$ cat config.mk
export PLATFORM = sky130hd
export DESIGN_NAME = host_link_responder_flat
export DESIGN_NICKNAME = d
export VERILOG_FILES = /design/src/rtl/host_link_pkg.sv /design/src/rtl/host_link_responder_if.sv /design/src/rtl/host_link_sync.sv /design/src/rtl/host_link_responder.sv /design/src/flat_wrapper.sv
export SDC_FILE = /design/constraint.sdc
export NUM_CORES = 1
export LEC_CHECK = 0
export BUFFER_PORTS_ARGS = -buffer_cell sky130_fd_sc_hd__clkbuf_2
export CAP_MARGIN = 20
export CORE_MARGIN = 2
export CORE_UTILIZATION = 41
export DETAILED_ROUTE_END_ITERATION = 16
export PLACE_DENSITY = 0.7
export SLEW_MARGIN = 25
export SYNTH_ARGS = -nofsm -noshare
export SYNTH_HDL_FRONTEND = slang
export SYNTH_HIERARCHICAL = 1
export SYNTH_SLANG_ARGS = --single-unit
$ cat constraint.sdc
create_clock -name clk -period 1.7 [get_ports clk]
set_input_delay 0.085 -clock clk [delete_from_list [all_inputs] [get_ports clk]]
set_output_delay 0.085 -clock clk [all_outputs]
set_load 0.1 [all_outputs]
$ cat src/rtl/host_link_pkg.sv
// Shared types and constants for the host link responder.
//   state_e        : responder FSM states
//   HDR_WR_BIT     : header bit selecting write (1) or read (0)
//   HDR_RSV_BIT    : reserved header bit, must be 0
//   ADDR_W         : width of the register address field in the header
//   TIMEOUT_RESP   : response byte sent when the core never answers a read
package host_link_pkg;

    typedef enum logic [1:0] {
        StIdle,
        StWdata,
        StRdWait
    } state_e;

    localparam int unsigned HDR_WR_BIT  = 7;
    localparam int unsigned HDR_RSV_BIT = 6;
    localparam int unsigned ADDR_W      = 6;

    localparam logic [7:0] TIMEOUT_RESP = 8'hEE;

    // Odd parity: data bits plus parity bit must contain an odd number of ones.
    function automatic logic odd_parity_ok(input logic [7:0] data, input logic par);
        return ^{data, par};
    endfunction

endpackage

$ cat src/rtl/host_link_responder_if.sv
// Signal bundle between the host pins, the responder and the core register file.
//   slave  : responder side (consumes host byte/strobe and core read data)
//   master : environment side (host pins and core register file)
interface host_link_responder_if;
    import host_link_pkg::*;

    logic [7:0]        host_data_i;
    logic              host_stb_i;
    logic              host_par_i;
    logic [7:0]        resp_data_o;
    logic              resp_stb_o;
    logic              busy_o;
    logic              err_o;
    logic [ADDR_W-1:0] reg_addr_o;
    logic [7:0]        reg_wdata_o;
    logic              reg_we_o;
    logic              reg_re_o;
    logic [7:0]        reg_rdata_i;
    logic              reg_rvalid_i;

    modport slave (
        input  host_data_i, host_stb_i, host_par_i, reg_rdata_i, reg_rvalid_i,
        output resp_data_o, resp_stb_o, busy_o, err_o,
        output reg_addr_o, reg_wdata_o, reg_we_o, reg_re_o
    );

    modport master (
        output host_data_i, host_stb_i, host_par_i, reg_rdata_i, reg_rvalid_i,
        input  resp_data_o, resp_stb_o, busy_o, err_o,
        input  reg_addr_o, reg_wdata_o, reg_we_o, reg_re_o
    );

endinterface

$ cat src/rtl/host_link_sync.sv
// Multi-flop synchronizer for one asynchronous input, followed by a history
// flop so that any level change of the synchronized signal yields a one-cycle
// toggle event.
//   clk, rst     : clock and synchronous active-high reset (flops clear to 0)
//   async_in     : asynchronous input
//   level        : synchronized level, aligned with the toggle event
//   toggle       : one-cycle pulse on every change of the synchronized level
module host_link_sync #(
    parameter int unsigned SYNC_STAGES = 2
) (
    input  logic clk,
    input  logic rst,
    input  logic async_in,
    output logic level,
    output logic toggle
);

    // chain[SYNC_STAGES-1] is the synchronized output, chain[SYNC_STAGES] its history.
    logic [SYNC_STAGES:0] chain;

    always_ff @(posedge clk) begin
        if (rst) begin
            chain <= '0;
        end else begin
            chain <= {chain[SYNC_STAGES-1:0], async_in};
        end
    end

    assign level  = chain[SYNC_STAGES-1];
    assign toggle = chain[SYNC_STAGES] ^ chain[SYNC_STAGES-1];

endmodule

$ cat src/rtl/host_link_responder.sv
// Byte-serial host link to a small core register file. The host sends a
// header byte (bit7 write/read, bit6 reserved, bits5:0 address), optionally
// followed by a data byte for writes. Reads are answered with one response
// byte, or TIMEOUT_RESP if the core does not answer within TIMEOUT cycles.
//   clk, rst : clock and synchronous active-high reset
//   bus      : host_link_responder_if.slave (host pins, response pins, core bus)
// Optional feature: define HOST_LINK_PARITY_EN to check odd parity on
// host_par_i; failing bytes are dropped and set err_o.
module host_link_responder
    import host_link_pkg::*;
#(
    parameter int unsigned SYNC_STAGES = 2,
    parameter int unsigned TIMEOUT     = 255
) (
    input logic                   clk,
    input logic                   rst,
    host_link_responder_if.slave  bus
);

    localparam int unsigned CNT_W = (TIMEOUT > 2) ? $clog2(TIMEOUT) : 1;

    logic byte_evt;
    logic byte_ok;
    logic stb_lvl_unused;

    host_link_sync #(
        .SYNC_STAGES (SYNC_STAGES)
    ) u_stb_sync (
        .clk      (clk),
        .rst      (rst),
        .async_in (bus.host_stb_i),
        .level    (stb_lvl_unused),
        .toggle   (byte_evt)
    );

`ifdef HOST_LINK_PARITY_EN
    logic par_lvl;
    logic par_evt_unused;

    host_link_sync #(
        .SYNC_STAGES (SYNC_STAGES)
    ) u_par_sync (
        .clk      (clk),
        .rst      (rst),
        .async_in (bus.host_par_i),
        .level    (par_lvl),
        .toggle   (par_evt_unused)
    );

    assign byte_ok = odd_parity_ok(bus.host_data_i, par_lvl);
`else
    logic par_unused;
    assign par_unused = bus.host_par_i;
    assign byte_ok    = 1'b1;
`endif

    state_e            state_q;
    logic [CNT_W-1:0]  tmo_cnt_q;
    logic [7:0]        resp_data_q;
    logic              resp_stb_q;
    logic              busy_q;
    logic              err_q;
    logic [ADDR_W-1:0] reg_addr_q;
    logic [7:0]        reg_wdata_q;
    logic              reg_we_q;
    logic              reg_re_q;

    logic good_byte;
    assign good_byte = byte_evt && byte_ok;

    always_ff @(posedge clk) begin
        if (rst) begin
            state_q     <= StIdle;
            tmo_cnt_q   <= '0;
            resp_data_q <= '0;
            resp_stb_q  <= 1'b0;
            busy_q      <= 1'b0;
            err_q       <= 1'b0;
            reg_addr_q  <= '0;
            reg_wdata_q <= '0;
            reg_we_q    <= 1'b0;
            reg_re_q    <= 1'b0;
        end else begin
            reg_we_q <= 1'b0;
            reg_re_q <= 1'b0;

            // Parity failures are dropped in every state.
            if (byte_evt && !byte_ok) begin
                err_q <= 1'b1;
            end

            unique case (state_q)
                StIdle: begin
                    if (good_byte) begin
                        if (bus.host_data_i[HDR_RSV_BIT]) begin
                            err_q <= 1'b1;
                        end else begin
                            reg_addr_q <= bus.host_data_i[ADDR_W-1:0];
                            if (bus.host_data_i[HDR_WR_BIT]) begin
                                state_q <= StWdata;
                            end else begin
                                reg_re_q  <= 1'b1;
                                busy_q    <= 1'b1;
                                tmo_cnt_q <= '0;
                                state_q   <= StRdWait;
                            end
                        end
                    end
                end
                StWdata: begin
                    if (good_byte) begin
                        reg_wdata_q <= bus.host_data_i;
                        reg_we_q    <= 1'b1;
                        state_q     <= StIdle;
                    end
                end
                StRdWait: begin
                    if (good_byte) begin
                        err_q <= 1'b1;
                    end
                    // The read-pulse cycle itself is not sampled for rvalid.
                    if (!reg_re_q) begin
                        if (bus.reg_rvalid_i) begin
                            resp_data_q <= bus.reg_rdata_i;
                            resp_stb_q  <= ~resp_stb_q;
                            busy_q      <= 1'b0;
                            state_q     <= StIdle;
                        end else if (tmo_cnt_q == CNT_W'(TIMEOUT - 1)) begin
                            resp_data_q <= TIMEOUT_RESP;
                            resp_stb_q  <= ~resp_stb_q;
                            err_q       <= 1'b1;
                            busy_q      <= 1'b0;
                            state_q     <= StIdle;
                        end else begin
                            tmo_cnt_q <= tmo_cnt_q + 1'b1;
                        end
                    end
                end
                default: begin
                    state_q <= StIdle;
                end
            endcase
        end
    end

    assign bus.resp_data_o = resp_data_q;
    assign bus.resp_stb_o  = resp_stb_q;
    assign bus.busy_o      = busy_q;
    assign bus.err_o       = err_q;
    assign bus.reg_addr_o  = reg_addr_q;
    assign bus.reg_wdata_o = reg_wdata_q;
    assign bus.reg_we_o    = reg_we_q;
    assign bus.reg_re_o    = reg_re_q;

endmodule

$ cat src/flat_wrapper.sv
// flat-port wrapper written by rule: the top's interface ports become plain ports
module host_link_responder_flat import host_link_pkg::*;
#(
    parameter int unsigned SYNC_STAGES = 2,
    parameter int unsigned TIMEOUT     = 255
)
  (clk, rst, bus_host_data_i, bus_host_stb_i, bus_host_par_i, bus_reg_rdata_i, bus_reg_rvalid_i, bus_resp_data_o, bus_resp_stb_o, bus_busy_o, bus_err_o, bus_reg_addr_o, bus_reg_wdata_o, bus_reg_we_o, bus_reg_re_o);
  host_link_responder_if bus_i ();
  input logic clk;
  input logic rst;
  input wire logic [$bits(bus_i.host_data_i)-1:0] bus_host_data_i;
  input wire logic [$bits(bus_i.host_stb_i)-1:0] bus_host_stb_i;
  input wire logic [$bits(bus_i.host_par_i)-1:0] bus_host_par_i;
  input wire logic [$bits(bus_i.reg_rdata_i)-1:0] bus_reg_rdata_i;
  input wire logic [$bits(bus_i.reg_rvalid_i)-1:0] bus_reg_rvalid_i;
  output wire logic [$bits(bus_i.resp_data_o)-1:0] bus_resp_data_o;
  output wire logic [$bits(bus_i.resp_stb_o)-1:0] bus_resp_stb_o;
  output wire logic [$bits(bus_i.busy_o)-1:0] bus_busy_o;
  output wire logic [$bits(bus_i.err_o)-1:0] bus_err_o;
  output wire logic [$bits(bus_i.reg_addr_o)-1:0] bus_reg_addr_o;
  output wire logic [$bits(bus_i.reg_wdata_o)-1:0] bus_reg_wdata_o;
  output wire logic [$bits(bus_i.reg_we_o)-1:0] bus_reg_we_o;
  output wire logic [$bits(bus_i.reg_re_o)-1:0] bus_reg_re_o;
  assign bus_i.host_data_i = bus_host_data_i;
  assign bus_i.host_stb_i = bus_host_stb_i;
  assign bus_i.host_par_i = bus_host_par_i;
  assign bus_i.reg_rdata_i = bus_reg_rdata_i;
  assign bus_i.reg_rvalid_i = bus_reg_rvalid_i;
  assign bus_resp_data_o = bus_i.resp_data_o;
  assign bus_resp_stb_o = bus_i.resp_stb_o;
  assign bus_busy_o = bus_i.busy_o;
  assign bus_err_o = bus_i.err_o;
  assign bus_reg_addr_o = bus_i.reg_addr_o;
  assign bus_reg_wdata_o = bus_i.reg_wdata_o;
  assign bus_reg_we_o = bus_i.reg_we_o;
  assign bus_reg_re_o = bus_i.reg_re_o;
  host_link_responder #(.SYNC_STAGES(SYNC_STAGES), .TIMEOUT(TIMEOUT)) u_core (.clk(clk), .rst(rst), .bus(bus_i));
endmodule
* After elaboration in Yosys (flattened, before gate mapping) *
Cells that the tools add are included.

word-level totals
  flip-flop bits (word level) = 40
  bits of input ports = 21
  word-level logic and storage cells = 78

operators by class
  $add $sub $neg = 1
  equal/unequal tests = 12
  multiplexer cells = 35
  bitwise logic cells = 7
  reduce and logical (&&, ||, !) cells = 12

operator list
  cell                                            count
  2-to-1 mux 8 bit                                8
  2-to-1 mux 1 bit                                16
  case mux 8 bit (2 select lines)                 1
  2-to-1 mux 2 bit                                7
  != test 2 bit (second input constant)           6
  AND reduction 3 bit                             3
  adder 8 x 1 -> 8 bit (second input constant)    1
  == test 8 bit (second input constant)           1
  AND reduction 7 bit                             1
  inverter 1 bit                                  6
  case mux 2 bit (3 select lines)                 1
  AND reduction 6 bit                             1
  AND reduction 5 bit                             1
  != test 2 x 1 -> 1 bit (second input constant)  2
  case mux 1 bit (2 select lines)                 2
  nonzero test 2 bit                              2
  OR reduction 4 bit                              1
  != test 3 x 2 -> 1 bit (second input constant)  1
  == test 2 x 1 -> 1 bit (second input constant)  1
  == test 2 bit (second input constant)           1
  logical NOT 2 bit                               1
  AND reduction 2 bit                             1
  OR reduction 2 bit                              1
  XOR 1 bit                                       1

* Logic depth before layout (Yosys ltp) *
  depth after elaboration = 6
  depth in mapped cells = 7
  mapped depth without buffers = 6

* By module *
Netlist, hierarchy kept.

modules (own cells, without submodules)
  module               instances  cells an instance  area each (um^2)  sequential area each (um^2)
  host_link_responder  1          169                1612.8            740.7
  host_link_sync       1          7                  87.6              60.1

* Worst setup path before layout *
Ideal clock, no wire load.

  path type = register -> register
  start = register u_core.reg_re_q, in the netlist u_core/bus.reg_re_o
  end = register u_core.tmo_cnt_q[1]
  library setup time = 0.070 ns
  arrival = 1.731 ns
  slack = -0.101 ns
  stages on the path, launching flop included = 5
  path buffers = 0
  period minus slack after synthesis = 1.801 ns
  cell sequence = dfxtp_1 nor3b_4 nor2_2 or4_1 a21oi_1

between the ends
  longest elaborated chain between the ends = 2

ends and longest elaborated chain
  element                               RTL line                    source
  start, declared                       host_link_responder.sv:66   logic reg_re_q;
  start signal, assigned                host_link_responder.sv:82   reg_re_q <= 1'b0;
  start signal, assigned                host_link_responder.sv:85   reg_re_q <= 1'b0;
  start signal, assigned                host_link_responder.sv:102  reg_re_q <= 1'b1;
  != test 2 bit (no source line)        -
  AND reduction 7 bit (no source line)  -
  end signal, assigned                  host_link_responder.sv:135  tmo_cnt_q <= tmo_cnt_q + 1'b1;
  end, declared                         host_link_responder.sv:58   logic [CNT_W-1:0] tmo_cnt_q;

No other way between the ends.
A chain may end at the register's enable or synchronous reset.

* Worst setup path in the final report *
  start = register u_core.state_q[1]
  end = register u_core.tmo_cnt_q[0]

between the ends
  longest elaborated chain between the ends = 3
  elaborated cells between the ends (all ways) = 11
  classes of those cells = 7 x eq/ne; 1 x mux; 3 x reduce/logical

ends and longest elaborated chain
  element                                                       RTL line                    source
  start, declared                                               host_link_responder.sv:57   state_e state_q;
  start signal, assigned                                        host_link_responder.sv:73   state_q <= StIdle;
  start signal, assigned                                        host_link_responder.sv:100  state_q <= StWdata;
  start signal, assigned                                        host_link_responder.sv:105  state_q <= StRdWait;
  == test 2 bit / logical NOT 2 bit (equally long branches)     host_link_responder.sv:92   unique case (state_q)
  != test 2 bit (no source line), or another cell as far along  -
  AND reduction 7 bit (no source line)                          -

Several ways; a longest one is shown, not always the timed one.

==> summary.md <==
| Metric | Value |
|---|---|
| CTS Root Cell | `clkbuf_8` |
| Fmax | `622.2 MHz` |
| FF-to-FF setup slack | `a little over 0.09 ns` |
| Overflow after GRT | `0` |
| Number of cells on the worst reg-to-reg path | `6` |
| WHS Endpoint | `u_core/u_stb_sync/chain[0]` |
| Clock-pin slew on the worst setup and hold paths | `~0.08 ns` |
| Placed Instance Area | `between 2000 and 2500 sq um` |
| Place WS | `around 0.083 ns` |
| DRT iter0 DRCs | `between 80 and 90` |
| Rel. slew slack | `between 60% and 70%` |
| Initial Util | `42.51%` |
| NumNets Final | `roughly 260` |
| Skew final | `between 0.006 and 0.007 ns` |
| DR vias/cell | `about 5.3` |
| Final worst slack | `just over 0.09 ns` |
| Final Instance Area | `~2200 sq um` |
| Htree depth | `2` |
| Filler cell count | `approximately 360` |
| Vias | `1525` |
| Least-Margin Pin Slew | `about 0.55 ns` |
| Post-DRT Antenna Nets | `0` |
| Worst hold margin | `~0.011 ns` |
| Die Footprint | `about 4700 sq um` |
| P&R area growth vs syn | `30.02%` |
| Ys Warns | `6` |
| I/O Buffers | `46` |
| Synthesized cell area | `1700 sq um` |
| CTS Hold Bufs | `0` |
| CP required | `around 1.9 ns` |
| CP endpoint kind | `register` |
| Total of max-cap violations | `0` |
| Final core utilization | `roughly 55%` |
| Largest cells by area after synthesis | `dfxtp_1, mux2i_1, a21oi_1` |
| Status | `finished, final reports clean` |
| Fin. Hold Viols | `0` |
| Synth top area share | `a little under half` |
| Fin crit share | `between 90% and 100%` |
| Pwr dens | `approximately 830 nW/um^2` |
| Sequential Area | `about 800 sq um` |
| Asr flop ratio synth | `0%` |
| Post-synth top flop | `dfxtp_1` |
| Leakage | `roughly 0.00097 uW` |
| Worst-Skew Late Latency | `0.29 ns` |
| Diodes inserted | `0` |
| Setup CP Type | `reg -> reg` |
| Die width | `68.40 um` |
| TNS Setup | `0 ns` |
| Via count of the first global-routing pass | `1414` |
| Antenna violations before repair | `0` |
| Top-Level Pins | `48` |
| Die Height | `68.40 um` |
| CP Max Fanout | `8` |
| Post-route DRC | `0` |
| Routed WL per cell | `12.68 um` |
| Hold Path Origin | `bus_host_stb_i` |
| Placer congestion estimate | `0.7983` |
| TritonCTS buffer count | `5` |
| Mapped Nets | `199` |
| Seq/Total Area, Yosys | `roughly 47%` |
| Mean Syn Cell Area | `about 9.7 sq um` |
| Worst reg2reg startpoint | `u_core/state_q[1]` |
| Reg2reg end | `u_core/tmo_cnt_q[0]` |
| Number of synthesized flops with an enable pin | `0` |
| Peak VDD IR | `516.1 uV` |
| First-pass GRT wire length | `slightly above 6 mm` |
| Total Wirelength | `between 3 and 4 mm` |
| # rows | `23` |
| Tightest Hold Check Type | `in -> reg` |
| Pin count of the biggest net entering global routing | `30` |
| First drt pass iteration count | `5` |
| Layout cells sized above 1 | `a little under two fifths` |
| CTS tree | `built` |
| Sum of net half-perimeters after detailed placement | `roughly 2.7 mm` |
| Core box area | `roughly 4000 sq um` |
| Synth area leader | `dfxtp_1` |
| Total track usage | `between 10% and 20%` |
| Hold-critical path depth | `2` |
| # setup viols final | `0` |
| Fin crit period | `1.607 ns` |
| Clock Tree Buf Depth | `2` |
| Sink Count | `40` |
| Count of cell types in the netlist | `43` |
| Cell count after synthesis | `176` |
| FF+latch count, synth | `40` |
| Multi-input gate area | `around 840 sq um` |
| Fin. max-slew vios | `0` |
| CP Launch Type | `register` |
| Worst EP arrival | `between 1.5 and 2 ns` |
[cells in the mapped netlist, types with 2 or more instances]
cell,number
a21oi_1,16
o2111ai_1,2
clkbuf_2,2
nand2_1,16
nand2b_1,3
dfxtp_1,40
nand4_1,3
o32ai_1,2
or3_1,5
mux2i_1,9
clkbuf_1,4
o221a_2,6
nor3_1,2
or4_1,3
o21ai_0,9
o211ai_1,4
nor2_1,13
and3_1,2
nor2b_1,6
ha_1,2
inv_1,5
[worst max path at each step]
stage,startpoint,end
after detailed placement,u_core/u_stb_sync/chain[1],u_core/tmo_cnt_q[0]
after CTS,u_core/u_stb_sync/chain[1],u_core/tmo_cnt_q[0]
after global routing,u_core/state_q[1],u_core/tmo_cnt_q[1]
after floorplan,u_core/u_stb_sync/chain[1],u_core/tmo_cnt_q[2]
after global placement,u_core/u_stb_sync/chain[1],u_core/tmo_cnt_q[1]
final,u_core/state_q[1],u_core/tmo_cnt_q[0]
[metrics by stage]
step,power [uW],std cells
after floorplan,1118,176
after global placement,1191,281
after detailed placement,1193,281
after CTS,1860,289
after global routing,1909,290
final,1837,290
[metal layers]
layer  up-vias  global-route usage [%]  share of wire (%)
li1        767                       -                  -
met1       705                   21.30                 44
met2        45                   29.21                 47
met3         8                   3.618                6.2
met4         0                   9.250                2.0
met5         -                       0                  0
[timing repair]
item / CTS / global route
gates resized for setup: 0 / 3
setup buffers: 0 / 1
endpoints found under the setup margin: 0 / 10
[critical path, stage by stage (launching register included)]
cell	delay, ns
dfxtp_1	0.36
buf_4	0.18
nor4b_4	0.22
buf_6	0.16
nor2_2	0.05
or4_1	0.42
a21oi_1	0.14
[cells by family after synthesis]
kind of cell | count (synthesis) | synth area share [%]
AO/OA/AOI/OAI | 47 | 19.13
XOR/XNOR | 1 | 0.5152
adder cells (fa/ha/maj) | 2 | 1.471
buffers and inverters | 14 | 3.973
flip-flops | 40 | 47.09
multiplexers | 10 | 5.960
AND/OR/NAND/NOR | 62 | 21.86
[state kept, by name, summed over array words and instances (netlist names)]
signal                   flops
u_core/bus.resp_stb_o        1
u_core/u_stb_sync/chain      3
u_core/bus.err_o             1
u_core/bus.reg_we_o          1
u_core/bus.resp_data_o       8
u_core/bus.reg_re_o          1
u_core/state_q               2
u_core/tmo_cnt_q             8
u_core/bus.busy_o            1
u_core/bus.reg_wdata_o       8
u_core/bus.reg_addr_o        6
[cells in the final DEF (no fill, tap or decap), types with 6 or more instances in the layout]
master	instances
dfxtp_1	38
clkbuf_2	46
buf_4	17
o21ai_0	9
a21oi_1	16
nand2_1	16
o221a_2	6
nor2b_1	6
mux2i_1	9
nor2_1	13
clkbuf_8	6
[cell type report]
type,instances,share of cell area (%)
repair buffers,65,17.60
flip-flops and latches,40,36.33
clock inverters,2,0.6791
multi-input cells,122,37.97
well taps,50,2.830
inverters,5,0.8489
clock buffers,6,3.735
[power breakdown]
part / internal [uW] / total [uW] / leakage, uW / switching [uW]
Sequential: 950 / 960 / 0.000324 / 10.0
Combinational: 68.7 / 213 / 0.000606 / 144
Clock: 328 / 664 / 0.0000434 / 335
No activity file was read; power rests on OpenSTA's default activity.
